==> src/rtl/pipe_pkg.sv <==
// Shared definitions for inter-stage pipeline buffers: occupancy states and the
// NOP encoding that is injected as a bubble.
package pipe_pkg;

   typedef enum logic [1:0] {
      ST_EMPTY = 2'd0,
      ST_ONE   = 2'd1,
      ST_TWO   = 2'd2
   } buf_state_e;

   localparam logic [31:0] NOP_INSTR = 32'h0000_0000;

   // Occupancy of a skid buffer in a given state; handy for debug taps.
   function automatic logic [1:0] state_occupancy(input buf_state_e st);
      logic [1:0] occ;
      occ = 2'd0;
      case (st)
         ST_ONE:  occ = 2'd1;
         ST_TWO:  occ = 2'd2;
         default: occ = 2'd0;
      endcase
      return occ;
   endfunction

endpackage

==> src/rtl/sat_counter.sv <==
// Saturating up-counter with asynchronous active-low clear, used for pipeline
// performance-debug counters such as the bubble count.
module sat_counter #(
   parameter int W = 16
) (
   input  logic         clk,
   input  logic         rst_n,
   input  logic         inc,
   output logic [W-1:0] count
);

   logic [W-1:0] count_q;
   logic [W-1:0] count_d;

   always_comb begin
      count_d = count_q;
      if (inc && (count_q != {W{1'b1}})) begin
         count_d = count_q + W'(1);
      end
   end

   always_ff @(posedge clk or negedge rst_n) begin
      if (!rst_n) begin
         count_q <= '0;
      end else begin
         count_q <= count_d;
      end
   end

   assign count = count_q;

endmodule

==> src/rtl/pipe_stage_buffer.sv <==
// Valid/ready pipeline register carrying PC+4 and instruction between stages,
// with an optional two-entry skid mode, NOP-injecting flush and bubble counter.
module pipe_stage_buffer
   import pipe_pkg::*;
#(
   parameter int PC_W    = 32,
   parameter int INSTR_W = 32,
   parameter int SKID    = 1,
   parameter int CNT_W   = 16
) (
   input  logic               Clk,
   input  logic               Reset,
   input  logic               InValid,
   output logic               InReady,
   input  logic [PC_W-1:0]    PCAddResult,
   input  logic [INSTR_W-1:0] Instruction,
   input  logic               flushControl,
   output logic               OutValid,
   input  logic               OutReady,
   output logic [PC_W-1:0]    PCAddResultOut,
   output logic [INSTR_W-1:0] InstructionOut,
   output logic [CNT_W-1:0]   BubbleCount
);

   localparam logic [INSTR_W-1:0] NOP_W = INSTR_W'(NOP_INSTR);

   logic               out_valid;
   logic               in_ready;
   logic [PC_W-1:0]    head_pc;
   logic [INSTR_W-1:0] head_instr;

   generate
      if (SKID != 0) begin : g_skid
         buf_state_e         state_q, state_d;
         logic               ready_q, ready_d;
         logic               accept, consume;
         logic [PC_W-1:0]    head_pc_q, head_pc_d, skid_pc_q, skid_pc_d;
         logic [INSTR_W-1:0] head_instr_q, head_instr_d, skid_instr_q, skid_instr_d;

         // Ready comes straight from a flop so OutReady never reaches InReady.
         assign accept  = InValid && ready_q;
         assign consume = (state_q != ST_EMPTY) && OutReady;

         always_ff @(posedge Clk or negedge Reset) begin
            if (!Reset) begin
               state_q <= ST_EMPTY;
               ready_q <= 1'b1;
            end else begin
               state_q <= state_d;
               ready_q <= ready_d;
            end
         end

         always_comb begin
            state_d = state_q;
            case (state_q)
               ST_EMPTY: begin
                  if (accept) state_d = ST_ONE;
               end
               ST_ONE: begin
                  if (accept && !consume)      state_d = ST_TWO;
                  else if (!accept && consume) state_d = ST_EMPTY;
               end
               ST_TWO: begin
                  if (consume) state_d = ST_ONE;
               end
               default: state_d = ST_EMPTY;
            endcase
            if (flushControl) state_d = ST_EMPTY;
            ready_d = (state_d != ST_TWO);
         end

         always_comb begin
            out_valid  = (state_q != ST_EMPTY);
            in_ready   = ready_q;
            head_pc    = head_pc_q;
            head_instr = head_instr_q;
         end

         always_comb begin
            head_pc_d    = head_pc_q;
            head_instr_d = head_instr_q;
            skid_pc_d    = skid_pc_q;
            skid_instr_d = skid_instr_q;
            if (flushControl) begin
               head_pc_d    = '0;
               head_instr_d = NOP_W;
               skid_pc_d    = '0;
               skid_instr_d = NOP_W;
            end else begin
               case (state_q)
                  ST_EMPTY: begin
                     if (accept) begin
                        head_pc_d    = PCAddResult;
                        head_instr_d = Instruction;
                     end
                  end
                  ST_ONE: begin
                     if (accept && consume) begin
                        head_pc_d    = PCAddResult;
                        head_instr_d = Instruction;
                     end else if (accept) begin
                        skid_pc_d    = PCAddResult;
                        skid_instr_d = Instruction;
                     end
                  end
                  ST_TWO: begin
                     if (consume) begin
                        head_pc_d    = skid_pc_q;
                        head_instr_d = skid_instr_q;
                     end
                  end
                  default: ;
               endcase
            end
         end

         always_ff @(posedge Clk) begin
            head_pc_q    <= head_pc_d;
            head_instr_q <= head_instr_d;
            skid_pc_q    <= skid_pc_d;
            skid_instr_q <= skid_instr_d;
         end
      end else begin : g_single
         logic               valid_q, valid_d;
         logic               accept, consume;
         logic [PC_W-1:0]    head_pc_q, head_pc_d;
         logic [INSTR_W-1:0] head_instr_q, head_instr_d;

         assign accept  = InValid && in_ready;
         assign consume = valid_q && OutReady;

         always_comb begin
            out_valid    = valid_q;
            in_ready     = !valid_q || OutReady;
            head_pc      = head_pc_q;
            head_instr   = head_instr_q;
         end

         always_comb begin
            valid_d      = valid_q;
            head_pc_d    = head_pc_q;
            head_instr_d = head_instr_q;
            if (flushControl) begin
               valid_d      = 1'b0;
               head_pc_d    = '0;
               head_instr_d = NOP_W;
            end else if (accept) begin
               valid_d      = 1'b1;
               head_pc_d    = PCAddResult;
               head_instr_d = Instruction;
            end else if (consume) begin
               valid_d      = 1'b0;
            end
         end

         always_ff @(posedge Clk or negedge Reset) begin
            if (!Reset) begin
               valid_q <= 1'b0;
            end else begin
               valid_q <= valid_d;
            end
         end

         always_ff @(posedge Clk) begin
            head_pc_q    <= head_pc_d;
            head_instr_q <= head_instr_d;
         end
      end
   endgenerate

   // Payloads are masked so an empty buffer always presents a NOP.
   assign OutValid       = out_valid;
   assign InReady        = in_ready;
   assign PCAddResultOut = out_valid ? head_pc : '0;
   assign InstructionOut = out_valid ? head_instr : NOP_W;

   sat_counter #(
      .W(CNT_W)
   ) u_bubble_cnt (
      .clk  (Clk),
      .rst_n(Reset),
      .inc  (!out_valid),
      .count(BubbleCount)
   );

endmodule

==> config.mk <==
export PLATFORM = sky130hd
export DESIGN_NAME = pipe_stage_buffer
export DESIGN_NICKNAME = d
export VERILOG_FILES = /design/src/rtl/pipe_pkg.sv /design/src/rtl/sat_counter.sv /design/src/rtl/pipe_stage_buffer.sv
export SDC_FILE = /design/constraint.sdc
export NUM_CORES = 1
export LEC_CHECK = 0
export CAP_MARGIN = 20
export CORE_MARGIN = 2
export CORE_UTILIZATION = 45
export CTS_CLUSTER_SIZE = 30
export DETAILED_ROUTE_END_ITERATION = 12
export GPL_TIMING_DRIVEN = 1
export PLACE_DENSITY_LB_ADDON = 0.3
export SKIP_LAST_GASP = 1
export SLEW_MARGIN = 0
export SYNTH_ARGS = -nofsm -noshare
export SYNTH_HDL_FRONTEND = slang
export SYNTH_SLANG_ARGS = --single-unit
==> constraint.sdc <==
create_clock -name Clk -period 2 [get_ports Clk]
set_input_delay 0.6 -clock Clk [delete_from_list [all_inputs] [get_ports Clk]]
set_output_delay 0.6 -clock Clk [all_outputs]
set_load 0.01 [all_outputs]
# Word-level counts from Yosys, hierarchy flattened
# Cells that the tools add are included.
# totals
ff_bits	147
output_inout_bits	82
word_cells	46
input_bits	69
# classes
n_mux	16
eq_ne	7
bitwise_logic	1
n_reduce_logical	14
addsub	1
# op_table
op	count
32-bit 2-to-1 mux	8
32-bit case mux with 3 select lines	2
16-bit by 1-bit adder with 16-bit output, second input constant	1
16-bit != test, second input constant	1
2-bit 2-to-1 mux	5
2-bit != test, second input constant	4
1-bit logical AND	6
2-bit case mux with 3 select lines	1
4-bit AND reduction	1
1-bit zero test	3
3-bit AND reduction	1
3-bit nonzero test	1
2-bit by 1-bit == test with 1-bit output, second input constant	1
2-bit == test, second input constant	1
2-bit zero test	1
2-bit nonzero test	1
1-bit NOT	1

# Longest topological paths before layout
# logic_depth
ltp_word	8
depth_mapped	7
ltp_nobuf	5

# By module
# Synthesis repeated with hierarchy kept, for this count alone.
# hier_totals
hier_cells	730
hier_area_um2	6897.9
# by_module_without_submodules
module	seq_area_each_um2	cells_each	area_each_um2	instances
pipe_stage_buffer	2638.8	653	6013.3	1
sat_counter	400.4	77	884.6	1

# Worst setup path after synthesis
# OpenSTA, ideal clock, no wires.
# synth_timing
kind	reg2out
from	register g_skid.state_q[1]
to	output port InstructionOut[0]
arrival_ns	1.237
n_path_buf	3
stages_incl_launch_ff	7
required_time_ns	1.400
slack_ns	0.163
path_cell_list	dfrtp_1 -> buf_2 -> nor2_1 -> inv_1 -> clkbuf_1 -> clkbuf_1 -> and2_1
# synth_via
elab_chain_len	2
# synth_lines
item	line_no	source
start: declaration	pipe_stage_buffer.sv:34	buf_state_e state_q, state_d;
start signal: assignment	pipe_stage_buffer.sv:49	state_q <= state_d;
2-bit nonzero test	pipe_stage_buffer.sv:74	out_valid = (state_q != ST_EMPTY);
32-bit 2-to-1 mux	pipe_stage_buffer.sv:176	assign InstructionOut = out_valid ? head_instr : NOP_W;
end: declaration	pipe_stage_buffer.sv:21	output logic [INSTR_W-1:0] InstructionOut,
# No other way between the ends.

# Final worst setup path
# layout_timing
from	register g_skid.state_q[1]
to	output port PCAddResultOut[20]
# layout_via
elab_chain_len	2
# layout_lines
item	line_no	source
2-bit nonzero test	pipe_stage_buffer.sv:74	
32-bit 2-to-1 mux	pipe_stage_buffer.sv:175	assign PCAddResultOut = out_valid ? head_pc : '0;
end: declaration	pipe_stage_buffer.sv:20	output logic [PC_W-1:0] PCAddResultOut,
# No other way between the ends.

==> results_dict.tcl <==
set metrics [dict create \
    drt-wirelength-per-cell_um 16.0 \
    synthCells 717 \
    clkLatencyLatePin_ns 0.42 \
    rsz0062_at_grt "true" \
    outcome "finished, violations left" \
    peakVddDrop_uv 655 \
    maxSlewViolCount 0 \
    finalSetupViolations 65 \
    hold_class "register to register" \
    skew_ns 0.00841 \
    clk_pin_slew_ns 0.05 \
    antenna_found_initial 0 \
    slowest_stage "dfrtp_1" \
    critical_path.top_delay_family "buffers and inverters" \
    rows 43 \
    diodes 0 \
    end_kind "output pin" \
    io_pins 151 \
    syn2layout_area_growth_pct 40.7 \
    htree_levels 4 \
    synth_edf_count 0 \
    clkPwrFrac_pct 36.2 \
    cts_tree "yes" \
    cp_cell_sequence "nor2_4, inv_6, buf_6, buf_16, and2_1, buf_2" \
    syn_nets 787 \
    cts_max_path_buffers 2 \
    die_area_sq_um 15000 \
    cpPeakStageDelay_ns 0.41 \
    fp.dieW_um 123 \
    start_util_pct 45.8 \
    ys_ff_latch 147 \
    grt_pass1_vias 5449 \
    grt_max_degree 73 \
    period_minus_slack_ns 2.22 \
    crit_type "register to output pin" \
    dr_total_vias 5579 \
    synth_top_cell_by_area "dfxtp_1" \
    drtAntennaViolNets 0 \
    grt.overflow.total 0 \
    violations "setup timing" \
    drv_cap 0 \
    synthTopCellsByArea "dfxtp_1 (40%), mux2i_1 (10%), nand2_1 (8.0%)" \
    wl_mm 16.9 \
    fin_setup_tns_ns -11.70 \
    crit_path_start_kind "register" \
    post-synth-top-count-cell "nand2_1" \
    synth.avg_cell_area_sq_um 8.83 \
    powerDensity_nw_per_um2 860 \
    seqPwrFrac_pct 43.7 \
    core-area_sq_um 13800 \
    clock-sinks 147 \
    fin_ws_ns -0.221 \
    grt_pass1_wl_mm 26.1 \
    fill_cells 1123 \
    p_leak_nw 4.02 \
    drtIter0Drc 396 \
    cp.buffers_inverters 4 \
    synth_area_sq_um 6330 \
    clockRootBuffer "clkbuf_16" \
    netSwitchingPower_w 0.00196 \
    utilization_pct 64.4 \
    synth_top_area_share_pct 40.5 \
    first_pass_iters 5 \
    finalPower_w 0.00766 \
    internal_power_w 0.00569 \
    switching_share_pct 25.6 \
    cts_made_buffers 17 \
    drc 0 \
    dp_hpwl_mm 10.1 \
    die_y_um 123 \
    holdBufCountCts 0 \
    gp_congestion 0.734 \
    nets 938 \
    yosysSeqAreaShare_pct 48.0 \
    via_per_inst 5.28 \
    power_frac_comb_pct 20.1 \
    synth_common_cells "nand2_1 (135), dfxtp_1 (128), nor2_1 (69)" \
    cp_max_fo 16 \
    async_reset_ff_share_pct 12.9 \
    hold_violations 0 \
    arrival_ns 1.62 \
    fmaxAchievable_mhz 450 \
    post-route-period-util_pct 111 \
    layout-drive-gt1-share_pct 20.1 \
    critPathRequiredTime_ns 1.40 \
    ys.flop_type "dfxtp_1" \
    grt.total_usage_pct 22.3 \
    tightest_slew_ns 0.523 \
    synthDistinctLibCells 40 \
    yosys_warnings 0 \
    port_buffers 150 \
    max_slew_margin_pct 64.8 \
]
-- path summary, 6_finish.rpt --
| kind | startpoint | endpoint | slack [ns] | depth (start not counted) |
|---|---|---|---|---|
| worst max-delay path | g_skid.state_q[1] | PCAddResultOut[20] | -0.22 | 6 |
| worst min register to register | g_skid.skid_pc_q[7] | g_skid.skid_pc_q[7] | 0.45 | 2 |
| worst min-delay path | g_skid.skid_pc_q[7] | g_skid.skid_pc_q[7] | 0.45 | 2 |
| worst max register to register | u_bubble_cnt.count[1] | u_bubble_cnt.count[12] | 0.10 | 5 |
| min in group asynchronous | Reset | u_bubble_cnt.count[5] | 0.51 | 2 |
| max in group asynchronous | Reset | InReady | 1.22 | 2 |
-- state kept, by name, summed over array words and instances, names as in the netlist --
name / count
g_skid.head_instr_q: 32
InReady: 1
g_skid.state_q: 2
g_skid.skid_instr_q: 32
g_skid.head_pc_q: 32
g_skid.skid_pc_q: 32
u_bubble_cnt.count: 16
-- layout by cell type, fill, tap and decap left out, types with 7 or more instances in the layout --
master,n
buf_2,27
nand2_1,135
nand4_1,7
clkdlybuf4s50_1,75
and2_4,37
dfxtp_1,128
xnor2_1,10
clkbuf_16,18
and2_1,27
a21oi_1,64
clkbuf_1,7
buf_12,10
dfrtp_1,15
buf_4,20
nor2_1,68
mux2i_1,65
buf_6,40
a211oi_1,64
-- worst min-delay path, delay by kind of cell, from the launching register on --
kind,cells,cell delay (ns)
AOI/OAI and AO/OA,1,0.05
DFF,1,0.30
and+or+nand+nor,1,0.05
-- layer usage --
metal | GRT usage [%] | vias to the layer above | routed length (um)
met2 | 38.5 | 162 | 8320
met4 | 8.84 | 0 | 341
met1 | 26.7 | 2646 | 7320
met3 | 5.44 | 32 | 918
met5 | 0 | - | 0
li1 | - | 2739 | -
-- final cells by class --
cell class / instances / area [sq um] / share of cell area, %
tap: 180 / 225 / 2.53
multi-input combinational: 511 / 3140 / 35.2
clock buffer: 28 / 507 / 5.69
sequential: 147 / 3040 / 34.2
inverter: 2 / 12.5 / 0.140
timing repair buffer: 189 / 1980 / 22.3
-- stage by stage --
stage	cell area (sq um)	hold WS [ns]	cells	worst slack (ns)
5_1_grt	8910	0.468	1057	-0.298
4_1_cts	8860	0.453	1054	-0.234
2_1_floorplan	6330	0.304	717	0.163
3_5_place_dp	8080	0.446	1010	-0.318
3_3_place_gp	8080	0.440	1010	-0.243
6_report	8910	0.452	1057	-0.221
-- power groups by stage --
| stage | combinational (W) | sequential (W) | clock, W |
|---|---|---|---|
| 6_report | 0.00154 | 0.00335 | 0.00277 |
| 5_1_grt | 0.00168 | 0.00338 | 0.00293 |
| 4_1_cts | 0.00154 | 0.00335 | 0.00281 |
| 3_5_place_dp | 0.00131 | 0.00342 | 0 |
| 3_3_place_gp | 0.00127 | 0.00340 | 0 |
| 2_1_floorplan | 0.000658 | 0.00341 | 0 |
-- cells by family after synthesis --
logic type	Yosys count	synth area share (%)
buffers and inverters	59	4.43
AND/OR/NAND/NOR	296	21.4
flip-flops	147	48.0
XOR/XNOR	15	2.08
adder cells (fa/ha/maj)	1	0.198
AO/OA/AOI/OAI	133	13.4
multiplexers	66	10.5
-- timing repair --
item,CTS,global route
gates cloned,6,1
buffers inserted,10,2
endpoints found under the setup margin,79,70
resized for setup,358,5
pin swaps,39,2
(Power assumes the default switching activity.)
